## src/rtl/lsu_pkg.sv

```systemverilog
// Shared encodings and helpers for the load/store unit.
package lsu_pkg;

    localparam logic [1:0] SZ_B = 2'd0;
    localparam logic [1:0] SZ_H = 2'd1;
    localparam logic [1:0] SZ_W = 2'd2;
    localparam logic [1:0] SZ_D = 2'd3;

    typedef enum logic [1:0] {
        ST_IDLE,
        ST_REQ,
        ST_WAIT,
        ST_RESP
    } state_e;

    function automatic logic misaligned(input logic [1:0] size, input logic [2:0] addr_lo);
        logic bad;
        case (size)
            SZ_H:    bad = addr_lo[0];
            SZ_W:    bad = (addr_lo[1:0] != 2'b00);
            SZ_D:    bad = (addr_lo != 3'b000);
            default: bad = 1'b0;
        endcase
        return bad;
    endfunction

endpackage

```

## src/rtl/lsu_lane_align.sv

```systemverilog
// Byte-lane mask, store-data shift and load extract/extend for one access.
module lsu_lane_align #(
    parameter int XLEN = 32
) (
    input  logic [$clog2(XLEN/8)-1:0] off_i,
    input  logic [1:0]                size_i,
    input  logic                      unsigned_i,
    input  logic [XLEN-1:0]           wdata_i,
    input  logic [XLEN-1:0]           rdata_i,
    output logic [XLEN/8-1:0]         mask_o,
    output logic [XLEN-1:0]           wdata_o,
    output logic [XLEN-1:0]           rdata_o
);

    localparam int MW = XLEN / 8;

    logic [3:0]      nbytes;
    logic [15:0]     run;
    logic [XLEN-1:0] keep;
    logic [XLEN-1:0] shr;
    logic            sign;

    always_comb begin
        nbytes  = 4'd1 << size_i;
        run     = (16'd1 << nbytes) - 16'd1;
        mask_o  = MW'(run << off_i);
        shr     = rdata_i >> {off_i, 3'b000};
        keep    = '0;
        sign    = 1'b0;
        rdata_o = '0;
        // keep covers the access width; sign is the top bit of the extracted field
        for (int i = 0; i < XLEN; i++) begin
            keep[i] = (i < 8 * int'(nbytes));
            if (i == 8 * int'(nbytes) - 1) sign = shr[i];
        end
        for (int i = 0; i < XLEN; i++) begin
            rdata_o[i] = keep[i] ? shr[i] : (sign & ~unsigned_i);
        end
        wdata_o = (wdata_i & keep) << {off_i, 3'b000};
    end

endmodule

```

## src/rtl/lsu_mem_ctrl.sv

```systemverilog
// Multi-cycle load/store unit with valid/ready handshakes to the pipeline and
// to a variable-latency data memory, including misalignment and timeout traps.
module lsu_mem_ctrl
    import lsu_pkg::*;
#(
    parameter int XLEN    = 32,
    parameter int TIMEOUT = 255
) (
    input  logic              i_clk,
    input  logic              i_rst,
    input  logic              i_req_valid,
    output logic              o_req_ready,
    input  logic              i_req_wen,
    input  logic [XLEN-1:0]   i_req_addr,
    input  logic [XLEN-1:0]   i_req_wdata,
    input  logic [1:0]        i_req_size,
    input  logic              i_req_unsigned,
    output logic              o_rsp_valid,
    output logic [XLEN-1:0]   o_rsp_rdata,
    output logic              o_rsp_trap,
    output logic              o_rsp_timeout,
    output logic [XLEN-1:0]   o_mem_addr,
    output logic              o_mem_ren,
    output logic              o_mem_wen,
    output logic [XLEN-1:0]   o_mem_wdata,
    output logic [XLEN/8-1:0] o_mem_mask,
    input  logic              i_mem_ready,
    input  logic              i_mem_valid,
    input  logic [XLEN-1:0]   i_mem_rdata
);

    localparam int MW = XLEN / 8;
    localparam int OW = $clog2(MW);
    localparam int CW = (TIMEOUT > 1) ? $clog2(TIMEOUT) : 1;

    state_e          state_q, state_d;
    logic [XLEN-1:0] addr_q, addr_d;
    logic [XLEN-1:0] wdata_q, wdata_d;
    logic [XLEN-1:0] rdata_q, rdata_d;
    logic [1:0]      size_q, size_d;
    logic            wen_q, wen_d;
    logic            uns_q, uns_d;
    logic            trap_q, trap_d;
    logic            tmo_q, tmo_d;
    logic [CW-1:0]   cnt_q, cnt_d;

    logic [MW-1:0]   lane_mask;
    logic [XLEN-1:0] lane_wdata;
    logic [XLEN-1:0] lane_rdata;
    logic            bad;
    logic            in_req;
    logic            in_rsp;

    lsu_lane_align #(.XLEN(XLEN)) u_align (
        .off_i      (addr_q[OW-1:0]),
        .size_i     (size_q),
        .unsigned_i (uns_q),
        .wdata_i    (wdata_q),
        .rdata_i    (i_mem_rdata),
        .mask_o     (lane_mask),
        .wdata_o    (lane_wdata),
        .rdata_o    (lane_rdata)
    );

    assign bad = misaligned(i_req_size, i_req_addr[2:0]) || (XLEN == 32 && i_req_size == SZ_D);

    always_ff @(posedge i_clk) begin
        if (i_rst) begin
            state_q <= ST_IDLE;
            addr_q  <= '0;
            wdata_q <= '0;
            rdata_q <= '0;
            size_q  <= '0;
            wen_q   <= 1'b0;
            uns_q   <= 1'b0;
            trap_q  <= 1'b0;
            tmo_q   <= 1'b0;
            cnt_q   <= '0;
        end else begin
            state_q <= state_d;
            addr_q  <= addr_d;
            wdata_q <= wdata_d;
            rdata_q <= rdata_d;
            size_q  <= size_d;
            wen_q   <= wen_d;
            uns_q   <= uns_d;
            trap_q  <= trap_d;
            tmo_q   <= tmo_d;
            cnt_q   <= cnt_d;
        end
    end

    always_comb begin
        state_d = state_q;
        addr_d  = addr_q;
        wdata_d = wdata_q;
        rdata_d = rdata_q;
        size_d  = size_q;
        wen_d   = wen_q;
        uns_d   = uns_q;
        trap_d  = trap_q;
        tmo_d   = tmo_q;
        cnt_d   = cnt_q;
        case (state_q)
            ST_IDLE: begin
                if (i_req_valid) begin
                    addr_d  = i_req_addr;
                    wdata_d = i_req_wdata;
                    size_d  = i_req_size;
                    wen_d   = i_req_wen;
                    uns_d   = i_req_unsigned;
                    trap_d  = bad;
                    tmo_d   = 1'b0;
                    rdata_d = '0;
                    cnt_d   = '0;
                    state_d = bad ? ST_RESP : ST_REQ;
                end
            end
            ST_REQ: begin
                if (i_mem_ready) begin
                    cnt_d   = '0;
                    state_d = ST_WAIT;
                end
            end
            ST_WAIT: begin
                // a completion in the timeout cycle still wins over the timeout
                if (i_mem_valid) begin
                    rdata_d = wen_q ? '0 : lane_rdata;
                    state_d = ST_RESP;
                end else if (TIMEOUT != 0 && cnt_q == CW'(TIMEOUT - 1)) begin
                    tmo_d   = 1'b1;
                    rdata_d = '0;
                    state_d = ST_RESP;
                end else begin
                    cnt_d = cnt_q + CW'(1);
                end
            end
            ST_RESP: state_d = ST_IDLE;
            default: state_d = ST_IDLE;
        endcase
    end

    assign in_req = (state_q == ST_REQ);
    assign in_rsp = (state_q == ST_RESP);

    assign o_req_ready   = (state_q == ST_IDLE);
    assign o_mem_ren     = in_req & ~wen_q;
    assign o_mem_wen     = in_req & wen_q;
    assign o_mem_addr    = in_req ? {addr_q[XLEN-1:OW], {OW{1'b0}}} : '0;
    assign o_mem_mask    = in_req ? lane_mask : '0;
    assign o_mem_wdata   = (in_req & wen_q) ? lane_wdata : '0;
    assign o_rsp_valid   = in_rsp;
    assign o_rsp_rdata   = in_rsp ? rdata_q : '0;
    assign o_rsp_trap    = in_rsp & trap_q;
    assign o_rsp_timeout = in_rsp & tmo_q;

endmodule
```

## config.mk

```make
export PLATFORM = sky130hd
export DESIGN_NAME = lsu_mem_ctrl
export DESIGN_NICKNAME = d
export VERILOG_FILES = /design/src/rtl/lsu_pkg.sv /design/src/rtl/lsu_lane_align.sv /design/src/rtl/lsu_mem_ctrl.sv
export SDC_FILE = /design/constraint.sdc
export NUM_CORES = 1
export LEC_CHECK = 0
export CAP_MARGIN = 10
export CORE_UTILIZATION = 47
export DETAILED_ROUTE_END_ITERATION = 8
export MAX_ROUTING_LAYER = met4
export PLACE_DENSITY = 0.93
export SYNTH_ARGS = -nofsm -noshare
export SYNTH_HDL_FRONTEND = slang
export SYNTH_HIERARCHICAL = 1
export SYNTH_SLANG_ARGS = --single-unit
```

## constraint.sdc

```tcl
create_clock -name i_clk -period 3.7 [get_ports i_clk]
set_clock_uncertainty 0.2 [all_clocks]
set_input_delay 0.925 -clock i_clk [delete_from_list [all_inputs] [get_ports i_clk]]
set_output_delay 0.925 -clock i_clk [all_outputs]
set_load 0.02 [all_outputs]
```

# Yosys cells after proc, flatten, opt, wreduce, memory -nomap -nowiden
# Index checks and enable logic that the tools add are counted.
# classes
n_eq_ne	44
addsub	3
n_reduce_logical	12
magnitude_cmp	32
muxes	89
bitwise_logic	8
shift	5
# op_table
operator	count
32-bit two-way mux	7
6-bit by 8-bit == test with 1-bit output (first input constant)	16
5-bit by 7-bit less-than comparator with 1-bit output (first input constant)	16
1-bit two-way mux	67
5-bit by 8-bit == test with 1-bit output (first input constant)	8
32-bit case mux with 2 select lines	1
4-bit by 7-bit less-than comparator with 1-bit output (first input constant)	8
32-bit AND	1
4-bit by 8-bit == test with 1-bit output (first input constant)	4
32-bit zero test	1
8-bit two-way mux	4
32-bit by 5-bit << shifter with 32-bit output	1
32-bit by 5-bit right shift with 32-bit output	1
3-bit by 7-bit less-than comparator with 1-bit output (first input constant)	4
8-bit case mux with 3 select lines	1
3-bit by 8-bit == test with 1-bit output (first input constant)	2
1-bit by 4-bit << shifter with 16-bit output (first input constant)	1
16-bit by 2-bit << shifter with 4-bit output	1
16-bit by 1-bit subtractor with 16-bit output (second input constant)	1
1-bit by 7-bit less-than comparator with 1-bit output (first input constant)	2
2-bit by 7-bit less-than comparator with 1-bit output (first input constant)	2
2-bit two-way mux	5
2-bit inequality test (second input constant)	5
8-bit by 1-bit adder with 8-bit output (second input constant)	1
other kinds (21)	33
# totals
regBits	112
output_inout_bits	106
wordCells	203
in_bits	105

# Longest topological paths before layout
# depth
depth_word	40
ltp_mapped	10
mapped_depth_nobuf	9

# Cells and area by module
# The synthesis kept the hierarchy.
# by_module_without_submodules
mod	area_each_um2	cells_each	instances	seq_area_each_um2
lsu_mem_ctrl	5188.7	645	1	2242.2
lsu_lane_align	1463.9	215	1	0.0

# Worst setup path after synthesis
# OpenSTA, ideal clock, no wires.
# synth_timing
path_type	register to output
from	register size_q[1]
to	output port o_mem_wdata[25]
path_stages_with_launch	11
arrival_time_ps	2134
path_buffers	3
setup_slack_ps	441
required_time_ps	2575
path_cell_list	dfxtp_1 -> buf_2 -> clkbuf_1 -> nand2b_1 -> inv_1 -> ha_1 -> and2_1 -> clkbuf_1 -> a221oi_1 -> a21oi_1 -> and3_1
# synth_between
elab_chain_len	5
word_cells_on_any_way	8
classes_between	order compare (4); shift (2); mux (1); bitwise (1)
# synth_rtl
element	line_no	source
from (decl)	lsu_mem_ctrl.sv:40	logic [1:0] size_q, size_d;
from (signal assigned)	lsu_mem_ctrl.sv:84	size_q <= size_d;
1-bit by 2-bit << shifter with 4-bit output *	lsu_lane_align.sv:24	nbytes = 4'd1 << size_i;
1-bit by 7-bit less-than comparator with 1-bit output (tied with other cells)	lsu_lane_align.sv:33	keep[i] = (i < 8 * int'(nbytes));
32-bit AND *	lsu_lane_align.sv:39	wdata_o = (wdata_i & keep) << {off_i, 3'b000};
32-bit by 5-bit << shifter with 32-bit output *	lsu_lane_align.sv:39	
net lane_wdata[25]	lsu_mem_ctrl.sv:48	logic [XLEN-1:0] lane_wdata;
32-bit two-way mux *	lsu_mem_ctrl.sv:151	assign o_mem_wdata = (in_req & wen_q) ? lane_wdata : '0;
to (decl)	lsu_mem_ctrl.sv:25	output logic [XLEN-1:0] o_mem_wdata,
# The timed path passes the listed nets; every way through them passes the cells marked *.

# Worst setup path after layout
# layout_timing
from	register size_q[0]
to	output port o_mem_wdata[30]
# layout_between
elab_chain_len	5
word_cells_on_any_way	8
classes_between	order compare (4); shift (2); mux (1); bitwise (1)
# layout_rtl
element	line_no
1-bit by 2-bit << shifter with 4-bit output *	lsu_lane_align.sv:24
3-bit by 7-bit less-than comparator with 1-bit output (tied with other cells)	lsu_lane_align.sv:33
32-bit AND *	lsu_lane_align.sv:39
32-bit by 5-bit << shifter with 32-bit output *	lsu_lane_align.sv:39
net lane_wdata[30]	lsu_mem_ctrl.sv:48
32-bit two-way mux *	lsu_mem_ctrl.sv:151
# Marked as above.

==> run_results.csv <==
group,metric,value,unit
power_and_ir_drop,p_int,2837,µW
clock_tree,cts_tree,"built",
logic_synthesis,synth_area_leader_cell,"dfxtp_1",
routing,ant_nets,0,
logic_synthesis,synth-seq-cells,112,
logic_synthesis,synth-seq-area-share,0.3370,
logic_synthesis,syn_area_per_cell,7.736,µm²
critical_path,end_kind,"primary output",
logic_synthesis,yosys-top-cells-area,"dfxtp_1, nand2_1, mux2i_1",
logic_synthesis,synth.distinct_cells,60,
critical_path,path_buf_inv,2,
grt,grt_max_degree,111,
critical_path,crit_required,2.57,ns
floorplan,fp.coreArea,0.01383,mm²
routing,dr.first_iter.drc_count,579,
logic_synthesis,async_flop_share,0,
routing,drt-vias-per-instance,5.465,
critical_path,cpMaxStageDelayCell,"clkdlybuf4s50_1",
power_and_ir_drop,power.share.sequential,0.322,
logic_synthesis,synthXorXnorAreaFrac,0.001317,
worst_hold_path,hp-class,"flip-flop to flip-flop",
logic_synthesis,synth_top_family_by_area,"simple AND/OR/NAND/NOR gates",
critical_path,reg2reg_setup_slack,0.96,ns
logic_synthesis,synth_top_area_frac,0.3370,
critical_path,path_class,"flip-flop to primary output",
clock_tree,clockBufferDepth,2,
routing,vias,6623,
grt,grt_overflow_total,0,
sta,slew_headroom,0.2668,
grt,antenna_found_initial,0,
power_and_ir_drop,vdd_ir_drop_max,0.4011,mV
logic_synthesis,synth-edff-count,0,
floorplan,io_pins,211,
power_and_ir_drop,comb_power_share,0.446,
grt,grt_pass1_wl,30640,µm
logic_synthesis,muxShareOfSynthArea,0.1108,
sta,period_needed,3.619,ns
sta,drv_slew,0,
clock_tree,cts_buffers,9,
sta,finalCritPeriodShare,0.9781,
place,place.gp.congestion,0.9035,
logic_synthesis,yosys_warnings,6,
sta,hold_ws,0.2508,ns
logic_synthesis,yosys_most_used_dff,"dfxtp_1",
grt,grt_pass1_vias,6084,
clock_tree,clk_pin_slew_worst_paths,0.07,ns
sta,max_freq,276.3,MHz
finish,fin_nets,1140,
logic_synthesis,synthCells,860,
routing,wirelength,19550,µm
clock_tree,holdBufCountCts,0,
clock_tree,cts_root_buffer,"clkbuf_16",
outcome,status,"finished clean",
flow_run,drv_cap,0,
finish,area_delta_synth_final,38.52,%
finish,layout-drive-gt1-share,0.07267,
logic_synthesis,synthAdderAreaFrac,0.01505,
sta,setup_tns,0,ns
place,hpwl,13860,µm
sta,tightest_slew,1.100,ns
power_and_ir_drop,swShare,0.3882,
routing,remaining_drc_errors,0,
routing,wl_per_cell,16.13,µm
critical_path,cp_max_fo,7,
finish,diodes,0,
power_and_ir_drop,power_density,503.2,mW/mm²
sta,hold_viol,0,
floorplan,die_w,121.0,µm
critical_path,cp-start-kind,"flip-flop",
floorplan,die_h,121.0,µm
logic_synthesis,synthSimpleGateAreaFrac,0.3098,
floorplan,initial_core_util,0.4811,
power_and_ir_drop,p_switching,1800,µW
logic_synthesis,syn-cell-area,0.006653,mm²
critical_path,path_delay_family,"buffers and inverters",
logic_synthesis,synth_compound_area_frac,0.1698,
routing,first_pass_iters,6,
clock_tree,cts_max_level,3,
clock_tree,cts_sinks,112,
critical_path,slowest_delay,0.55,ns
finish,postLayoutCoreUtil,0.6665,
critical_path,critical_path.cell_chain,"buf_4 -> or2_2 -> a21boi_2 -> o21ai_2 -> o22ai_1 -> and3_1 -> clkdlybuf4s50_1",
power_and_ir_drop,power_frac_clock,0.232,
clock_tree,insertion_delay,0.35,ns
finish,nFillCells,1135,
critical_path,arrival,2.49,ns
sta,setup_viol_count_final,0,
floorplan,rows,43,
place,port_buffers,208,
floorplan,dieArea,0.01463,mm²
power_and_ir_drop,p_leak,0.003740,µW
grt,grtUsageTotal,0.2703,
==> power by group through the flow <==
| stage | Sequential (µW) | Clock [µW] | Combinational [µW] |
|---|---|---|---|
| floorplan | 1460 | 0 | 1530 |
| global placement | 1510 | 0 | 2000 |
| CTS | 1490 | 1100 | 2050 |
| global route | 1510 | 1130 | 2240 |
| finish | 1490 | 1080 | 2070 |
| detailed placement | 1510 | 0 | 2030 |
==> layout by cell type (no fill, tap or decap), types with 3 or more instances in the layout <==
cell type / synthesis / layout
a211oi_1: 10 / 10
o211ai_1: 3 / 3
dfxtp_2: 0 / 3
nor2_4: 1 / 4
o221ai_1: 3 / 3
buf_12: 0 / 4
clkdlybuf4s50_1: 0 / 192
and2_1: 80 / 78
o21ai_0: 9 / 9
a31oi_1: 3 / 3
dlymetal6s2s_1: 0 / 15
nand3_1: 7 / 7
o31ai_1: 13 / 13
a22oi_1: 12 / 12
nor2_2: 3 / 3
mux2i_1: 61 / 61
clkinvlp_4: 0 / 3
o22a_1: 6 / 6
nor2b_1: 5 / 5
or4_1: 6 / 6
clkbuf_16: 0 / 9
o22ai_1: 9 / 9
nand2b_1: 39 / 39
nand2_1: 191 / 190
a21oi_1: 81 / 81
mux2_2: 7 / 7
o21ai_2: 3 / 3
a21o_1: 8 / 8
ha_1: 8 / 6
inv_1: 5 / 5
nor2_1: 37 / 34
and3_1: 33 / 33
buf_4: 8 / 15
dfxtp_1: 112 / 109
==> what timing repair did <==
action,4_1_cts,5_1_grt
buffers inserted,0,1
endpoints found under the setup margin,22,23
gates resized for setup,6,19
pin swaps,0,0
==> cell type report <==
| class | instances | area [µm²] | share of cell area |
|---|---|---|---|
| sequential | 112 | 2246 | 0.2437 |
| timing repair buffer | 226 | 2302 | 0.2498 |
| inverter | 5 | 18.77 | 0.002037 |
| multi-input combinational | 673 | 4095 | 0.4444 |
| clock buffer | 9 | 225.2 | 0.02444 |
| clock inverter | 7 | 102.6 | 0.01113 |
| tap | 180 | 225.2 | 0.02444 |
==> metal layers <==
metal  up-vias  wire length [µm]  global-route usage
li1       3261                 -                   -
met2       254              9093              0.4229
met3        42              1343             0.05874
met1      3066              8563              0.3383
met5         -                 0                   -
met4         0               550              0.1096
==> path summary, 6_finish.rpt <==
check,start,endpoint,depth (start not counted)
worst max-delay path,size_q[0],o_mem_wdata[30],7
worst min-delay path,addr_q[30],addr_q[30],2
worst max register to register,addr_q[1],rdata_q[9],8
worst min register to register,addr_q[30],addr_q[30],2
==> registers in the layout, indices dropped and copies added, names as in the netlist <==
register / flops
rdata_q: 32
addr_q: 32
uns_q: 1
state_q: 2
cnt_q: 8
tmo_q: 1
wen_q: 1
size_q: 2
wdata_q: 32
trap_q: 1
==> cells by family (layout without fill, tap and decap cells) <==
family | Yosys count | after routing
other | 1 | 2
and+or+nand+nor | 416 | 416
DFF | 112 | 112
muxes | 71 | 71
adders and majority gates | 8 | 8
xor gates and xnor gates | 1 | 1
AOI/OAI and AO/OA | 175 | 175
buffers and inverters | 76 | 247
==> metrics by stage <==
stage | power [µW] | cells | setup WS, ns | instance area (µm²)
after global placement | 3503 | 1195 | 0.2117 | 8811
after global routing | 4888 | 1212 | -0.004293 | 9215
after CTS | 4631 | 1211 | 0.008795 | 9160
final | 4637 | 1212 | 0.08117 | 9215
after detailed placement | 3541 | 1195 | 0.1123 | 8811
after floorplan | 2983 | 861 | 0.4413 | 6656
==> Yosys cell counts (all sizes together), types with 6 or more instances <==
cell type,instances
a211oi,10
a21o,8
a21oi,81
a22oi,12
and2,80
and3,33
buf,26
clkbuf,45
dfxtp,112
ha,8
mux2,8
mux2i,63
nand2,191
nand2b,40
nand3,7
nor2,41
o21ai,13
o22a,6
o22ai,10
o31ai,13
or4,6
==> worst reg2reg max path: stages, from the launching register on <==
cell     delay [ns]
dfxtp_2        0.48
buf_4          0.34
buf_4          0.40
mux2i_4        0.35
nor3b_1        0.09
nor3_2         0.48
nor2_1         0.12
nand2_1        0.09
mux2i_1        0.07
No activity file was read; power rests on OpenSTA's default activity.
